<file path="src/rtl/clock_ctrl.sv">
// clock_ctrl: tick dividers, button conditioning and mode FSM for a clock display.
// Optional feature macro: CLOCK_CTRL_PAUSE_EN enables the pause button and PAUSED state.
module clock_ctrl #(
    parameter int unsigned DIV_FAST   = 500000,
    parameter int unsigned DIV_2HZ    = 50000000,
    parameter int unsigned DEB_CYCLES = 1000000
) (
    input  logic clk,
    input  logic rst,
    input  logic btn_sel,
    input  logic btn_adj,
    input  logic btn_pause,
    output logic tick_fast,
    output logic tick_2hz,
    output logic sec_tick,
    output logic inc_min,
    output logic inc_sec,
    output logic blink_enable,
    output logic blink_state,
    output logic sel_minutes,
    output logic sel_seconds
);

    localparam logic [1:0] RUN     = 2'd0;
    localparam logic [1:0] ADJ_MIN = 2'd1;
    localparam logic [1:0] ADJ_SEC = 2'd2;
    localparam logic [1:0] PAUSED  = 2'd3;

`ifdef CLOCK_CTRL_PAUSE_EN
    localparam int unsigned NB = 3;
`else
    localparam int unsigned NB = 2;
`endif

    localparam int unsigned FW = (DIV_FAST > 1) ? $clog2(DIV_FAST) : 1;
    localparam int unsigned SW = (DIV_2HZ > 1) ? $clog2(DIV_2HZ) : 1;
    localparam int unsigned DW = (DEB_CYCLES > 1) ? $clog2(DEB_CYCLES) : 1;
    localparam logic [FW-1:0] FAST_LAST = FW'(DIV_FAST - 1);
    localparam logic [SW-1:0] SLOW_LAST = SW'(DIV_2HZ - 1);
    localparam logic [DW-1:0] DEB_LAST  = DW'(DEB_CYCLES - 1);

    // Button vector layout: [0]=sel, [1]=adj, [2]=pause (when enabled)
    logic [NB-1:0] w_btn;
    logic [NB-1:0] r_sync1;
    logic [NB-1:0] r_sync2;
    logic [NB-1:0] r_deb;
    logic [NB-1:0] r_deb_q;
    logic [NB-1:0] w_press;
    logic [DW-1:0] r_deb_cnt [NB];
    logic          w_sel_press;
    logic          w_adj_press;
    logic          w_pause_press;

`ifdef CLOCK_CTRL_PAUSE_EN
    assign w_btn         = {btn_pause, btn_adj, btn_sel};
    assign w_pause_press = w_press[2];
`else
    logic w_unused_pause;
    assign w_unused_pause = btn_pause;
    assign w_btn          = {btn_adj, btn_sel};
    assign w_pause_press  = 1'b0;
`endif

    assign w_press     = r_deb & ~r_deb_q;
    assign w_sel_press = w_press[0];
    assign w_adj_press = w_press[1];

    // A sample equal to the current level restarts the count; DEB_CYCLES differing samples flip it
    always_ff @(posedge clk) begin
        if (rst) begin
            r_sync1 <= '0;
            r_sync2 <= '0;
            r_deb   <= '0;
            r_deb_q <= '0;
            for (int unsigned i = 0; i < NB; i++) r_deb_cnt[i] <= '0;
        end else begin
            r_sync1 <= w_btn;
            r_sync2 <= r_sync1;
            r_deb_q <= r_deb;
            for (int unsigned i = 0; i < NB; i++) begin
                if (r_sync2[i] == r_deb[i]) begin
                    r_deb_cnt[i] <= '0;
                end else if (r_deb_cnt[i] == DEB_LAST) begin
                    r_deb[i]     <= r_sync2[i];
                    r_deb_cnt[i] <= '0;
                end else begin
                    r_deb_cnt[i] <= r_deb_cnt[i] + DW'(1);
                end
            end
        end
    end

    logic [FW-1:0] r_fast_cnt;
    logic [SW-1:0] r_slow_cnt;
    logic          w_fast_wrap;
    logic          w_slow_wrap;

    assign w_fast_wrap = (r_fast_cnt == FAST_LAST);
    assign w_slow_wrap = (r_slow_cnt == SLOW_LAST);

    logic [1:0] r_state;
    logic [1:0] w_state_nxt;
    logic [2:0] w_dec;
    logic       w_inc_min;
    logic       w_inc_sec;

    always_comb begin
        w_state_nxt = r_state;
        case (r_state)
            RUN:     if (w_sel_press) w_state_nxt = ADJ_MIN;
                     else if (w_pause_press) w_state_nxt = PAUSED;
            ADJ_MIN: if (w_sel_press) w_state_nxt = ADJ_SEC;
            ADJ_SEC: if (w_sel_press) w_state_nxt = RUN;
            PAUSED:  if (w_sel_press) w_state_nxt = ADJ_MIN;
                     else if (w_pause_press) w_state_nxt = RUN;
        endcase
    end

    // Decode from next state so outputs follow the press strobe by exactly one cycle
    always_comb begin
        w_dec = 3'b000;
        case (w_state_nxt)
            RUN:     w_dec = 3'b000;
            ADJ_MIN: w_dec = 3'b110;
            ADJ_SEC: w_dec = 3'b101;
            PAUSED:  w_dec = 3'b111;
        endcase
    end

    assign w_inc_min = (r_state == ADJ_MIN) && (w_state_nxt == ADJ_MIN) &&
                       (w_adj_press || (w_slow_wrap && r_deb[1]));
    assign w_inc_sec = (r_state == ADJ_SEC) && (w_state_nxt == ADJ_SEC) &&
                       (w_adj_press || (w_slow_wrap && r_deb[1]));

    logic r_phase;
    logic r_tick_fast;
    logic r_tick_2hz;
    logic r_sec_tick;
    logic r_inc_min;
    logic r_inc_sec;
    logic r_blink_state;
    logic [2:0] r_dec;

    always_ff @(posedge clk) begin
        if (rst) begin
            r_fast_cnt    <= '0;
            r_slow_cnt    <= '0;
            r_phase       <= 1'b0;
            r_state       <= RUN;
            r_tick_fast   <= 1'b0;
            r_tick_2hz    <= 1'b0;
            r_sec_tick    <= 1'b0;
            r_inc_min     <= 1'b0;
            r_inc_sec     <= 1'b0;
            r_blink_state <= 1'b1;
            r_dec         <= 3'b000;
        end else begin
            r_fast_cnt    <= w_fast_wrap ? '0 : r_fast_cnt + FW'(1);
            r_slow_cnt    <= w_slow_wrap ? '0 : r_slow_cnt + SW'(1);
            r_phase       <= r_phase ^ w_slow_wrap;
            r_state       <= w_state_nxt;
            r_tick_fast   <= w_fast_wrap;
            r_tick_2hz    <= w_slow_wrap;
            r_sec_tick    <= w_slow_wrap && r_phase && (w_state_nxt == RUN);
            r_inc_min     <= w_inc_min;
            r_inc_sec     <= w_inc_sec;
            r_dec         <= w_dec;
            if (w_state_nxt != r_state)
                r_blink_state <= 1'b1;
            else if (w_slow_wrap)
                r_blink_state <= ~r_blink_state;
        end
    end

    assign tick_fast    = r_tick_fast;
    assign tick_2hz     = r_tick_2hz;
    assign sec_tick     = r_sec_tick;
    assign inc_min      = r_inc_min;
    assign inc_sec      = r_inc_sec;
    assign blink_state  = r_blink_state;
    assign blink_enable = r_dec[2];
    assign sel_minutes  = r_dec[1];
    assign sel_seconds  = r_dec[0];

endmodule

</file>
<file path="config.mk">
export PLATFORM = sky130hd
export DESIGN_NAME = clock_ctrl
export DESIGN_NICKNAME = d
export VERILOG_FILES = /design/src/rtl/clock_ctrl.sv
export SDC_FILE = /design/constraint.sdc
export NUM_CORES = 1
export LEC_CHECK = 0
export BUFFER_PORTS_ARGS = -buffer_cell sky130_fd_sc_hd__buf_4
export CAP_MARGIN = 20
export CORE_UTILIZATION = 64
export CTS_BUF_LIST = sky130_fd_sc_hd__clkbuf_4 sky130_fd_sc_hd__clkbuf_8
export DETAILED_ROUTE_END_ITERATION = 6
export PLACE_DENSITY_LB_ADDON = 0.1
export SKIP_LAST_GASP = 1
export SLEW_MARGIN = 30
export SYNTH_ARGS = -nofsm -noshare
export SYNTH_HDL_FRONTEND = slang
export SYNTH_SLANG_ARGS = --single-unit
</file>
<file path="constraint.sdc">
create_clock -name clk -period 2.83 [get_ports clk]
set_clock_uncertainty 0.1 [all_clocks]
set_input_delay 0.1415 -clock clk [delete_from_list [all_inputs] [get_ports clk]]
set_output_delay 0.1415 -clock clk [all_outputs]
set_load 0.1 [all_outputs]
</file>
==> impl_results.md <==
- RR Endpoint: r_slow_cnt[20]
- Drt first-iter violations: 176
- CP required: 3.03 ns
- Yosys warns: 0
- TritonCTS clock tree: done
- Setup repair after global routing missed its margin: false
- Main flop type after synthesis: dfxtp_1
- Vias in the first global route: 3494
- Most frequent cells in the layout: nor2_1, dfxtp_1, edfxtp_1, conb_1, xor2_1
- Row Count: 31
- Pwr dens: 497 nW/µm²
- Crit-path cells: ha_1 > nand2_1 > or4_1 > or4_1 > a21oi_1
- Pins Over Slew Limit: 0
- Hold Startpoint: rst
- Initial antenna violation count: 0
- F_max: 0.435 GHz
- Vias per std cell: 5.75
- Crit path largest cell delay: 0.71 ns
- RR Startpoint: r_slow_cnt[0]
- Initial Utilization: 0.673
- Via count: 3829
- CTS-repair resized insts: 0
- Largest net degree at the start of global routing: 27
- CTS buffer count: 9
- Die area: 8110 µm²
- Flop pwr share: 0.597
- Routability congestion estimate: 0.792
- Root buf cell: clkbuf_8
- Fillers: 567
- Pre-CTS setup slack: 0.526 ns
- Layout cells sized above 1: 0.0670
- Synth Register Bits: 105
- Wire per inst: 13.5 µm
- Port Buffers: 12
- Die W: 90.0 µm
- Fin nets: 575
- Post-synthesis instance total: 512
- DRT Wirelength: 8960 µm
- Final ANT Viol Nets: 0
- Post-synth ARST share: 0
- Actual slew at the worst max-slew pin: 0.727 ns
- Post-synth EDFFs: 40
- TritonRoute pass-1 iters: 4
- Worst Setup Start Kind: flop
- Worst path arrival time: 2.50 ns
- Setup slack after layout: 0.529 ns
- Postcts setup bufs: 0
- Remaining DRCs: 0
- Final hold vios: 0
- Unique masters post-synth: 40
- Synthesis-to-finish area growth: 11.3%
- Slowest CP cell: or4_1
- Clk sinks: 105
- R2R cell count: 5
- Syn avg cell area: 9.69 µm²
- Hold EP: r_fast_cnt[2]
- IO Count: 14
- Internal Power: 2.15 mW
- Worst Hold Path Cells: 2
- Psw: 594 µW
- Global-route wire length before repair: 15600 µm
- Max-cap violation count: 0
- DP Wirelength: 6170 µm
- Core area: 7370 µm²
- VDD IR max: 0.000378 V
- Commonest non-fill, non-tap cell in the layout: nor2_1
- Antenna cells: 0
- Sw frac: 0.217
- GRT overflow: 0
- Fin crit share: 0.813
- WHS: 0.0167 ns
- Clock slew at reported path FFs: 0.10 ns
- Tot GR Track Use: 0.234
- Die height: 90.0 µm
- Crit path max fanout: 13
- Leakage: 1.86 nW
- Critical path type: flop to flop
- H-tree levels: 3
- Clk network pwr share: 0.371
- Hold WC Path Type: primary input to flop
- Worst Setup End Kind: flop
- Longest Clk Path Bufs: 2
- R2r setup slk: 0.53 ns
- Sequential area share after synthesis: 0.505
- Combinational fraction of design power: 0.033
- Setup TNS: 0 ns
- Status: completed
- Number of setup violations in the final report: 0
- Min Tclk post-route: 2.30 ns
- Max-slew headroom: 0.510
- Clk_lat worst skew: 0.37 ns
- Top cell by count, worst path: or4_1
- Mapped cell area: 4960 µm²
cells by family (layout without fill, tap and decap cells):
kind of cell | after synthesis | after routing | share of synthesized area
compound gates | 65 | 65 | 0.0795
xor+xnor | 56 | 56 | 0.0989
fa+ha+maj | 8 | 8 | 0.0202
buf+inv | 34 | 50 | 0.0265
flops | 105 | 105 | 0.505
mux | 1 | 1 | 0.00202
other cells | 1 | 40 | 0.000756
simple gates | 242 | 242 | 0.268
cell type report:
type,instances,area [µm²],share of cell area
Sequential cell,105,2500,0.453
Multi-Input combinational cell,412,2470,0.448
Timing Repair Buffer,18,140,0.0254
Clock buffer,10,131,0.0238
Tap cell,99,124,0.0224
Clock inverter,6,88.8,0.0161
Inverter,16,60.1,0.0109
synthesized netlist by cell type (2+ instances only):
library cell | number | area (µm²)
nor2_1 | 69 | 259
dfxtp_1 | 65 | 1300
edfxtp_1 | 40 | 1200
xor2_1 | 33 | 289
nand4_1 | 28 | 175
nand3_1 | 27 | 135
a21oi_1 | 26 | 130
nand2_1 | 23 | 86.3
xnor2_1 | 23 | 201
inv_1 | 16 | 60.1
o21ai_0 | 16 | 80.1
or3_1 | 16 | 100
or4_1 | 16 | 120
clkbuf_1 | 15 | 56.3
o31ai_1 | 13 | 97.6
nor4_1 | 12 | 75.1
and4_1 | 11 | 96.3
nor3_1 | 11 | 55.1
ha_1 | 8 | 100
nor2b_1 | 8 | 50.1
and3_1 | 5 | 31.3
nor4b_1 | 5 | 43.8
and2_1 | 4 | 25.0
buf_2 | 3 | 15.0
o21a_1 | 3 | 22.5
nor4bb_1 | 2 | 20.0
critical path, delay by kind of cell (launching register included):
kind,cells,cell delay [ns]
adder cells (fa/ha/maj),1,0.24
AND/OR/NAND/NOR,3,1.35
AO/OA/AOI/OAI,1,0.16
flip-flops,1,0.40
repair_timing:
| item | CTS | global route |
|---|---|---|
| hold endpoints to repair | 2 | 0 |
| hold buffers | 2 | 0 |
| setup endpoints to repair | 0 | 0 |
layer usage:
metal  part of all wire  routed length (µm)  vias to the layer above  track usage
li1                   -                   -                     1929            -
met3              0.041                 365                       15       0.0592
met5                  0                   0                        -            0
met2               0.49                4410                       82        0.385
met1               0.45                4030                     1803        0.300
met4              0.018                 161                        0       0.0820
power groups by stage:
stage | clock network [mW] | logic (mW) | registers, mW
3_3_place_gp | 0 | 0.0821 | 1.67
5_1_grt | 1.10 | 0.102 | 1.64
4_1_cts | 1.04 | 0.0885 | 1.63
3_5_place_dp | 0 | 0.0859 | 1.67
6_report | 1.02 | 0.0893 | 1.64
2_1_floorplan | 0 | 0.0677 | 1.66
worst max-delay path by stage:
stage,cells after the start,start,end
2_1_floorplan,7,r_deb_cnt[1][0],r_deb_cnt[1][10]
3_3_place_gp,5,r_slow_cnt[0],r_slow_cnt[24]
3_5_place_dp,5,r_slow_cnt[0],r_slow_cnt[20]
4_1_cts,5,r_slow_cnt[0],r_slow_cnt[20]
5_1_grt,5,r_slow_cnt[0],r_slow_cnt[20]
6_report,5,r_slow_cnt[0],r_slow_cnt[20]
sequential cells by signal, summed over array words and instances (netlist names), 2 cells and up:
name / cells
r_state: 2
r_fast_cnt: 19
r_slow_cnt: 26
r_deb_cnt: 40
r_deb_q: 2
r_sync1: 2
r_dec: 3
r_deb: 2
r_sync2: 2
per-stage QoR:
stage                     utilization  area (µm²)  power, mW  instances
after global placement          0.716        5280       1.75        648
after floorplan                     -        5110       1.73        551
after global routing            0.749        5520       2.84        666
after detailed placement        0.716        5280       1.76        648
after CTS                       0.749        5520       2.76        666
final                           0.749        5520       2.74        666
Note: power is estimated with default switching activity, not from simulation.
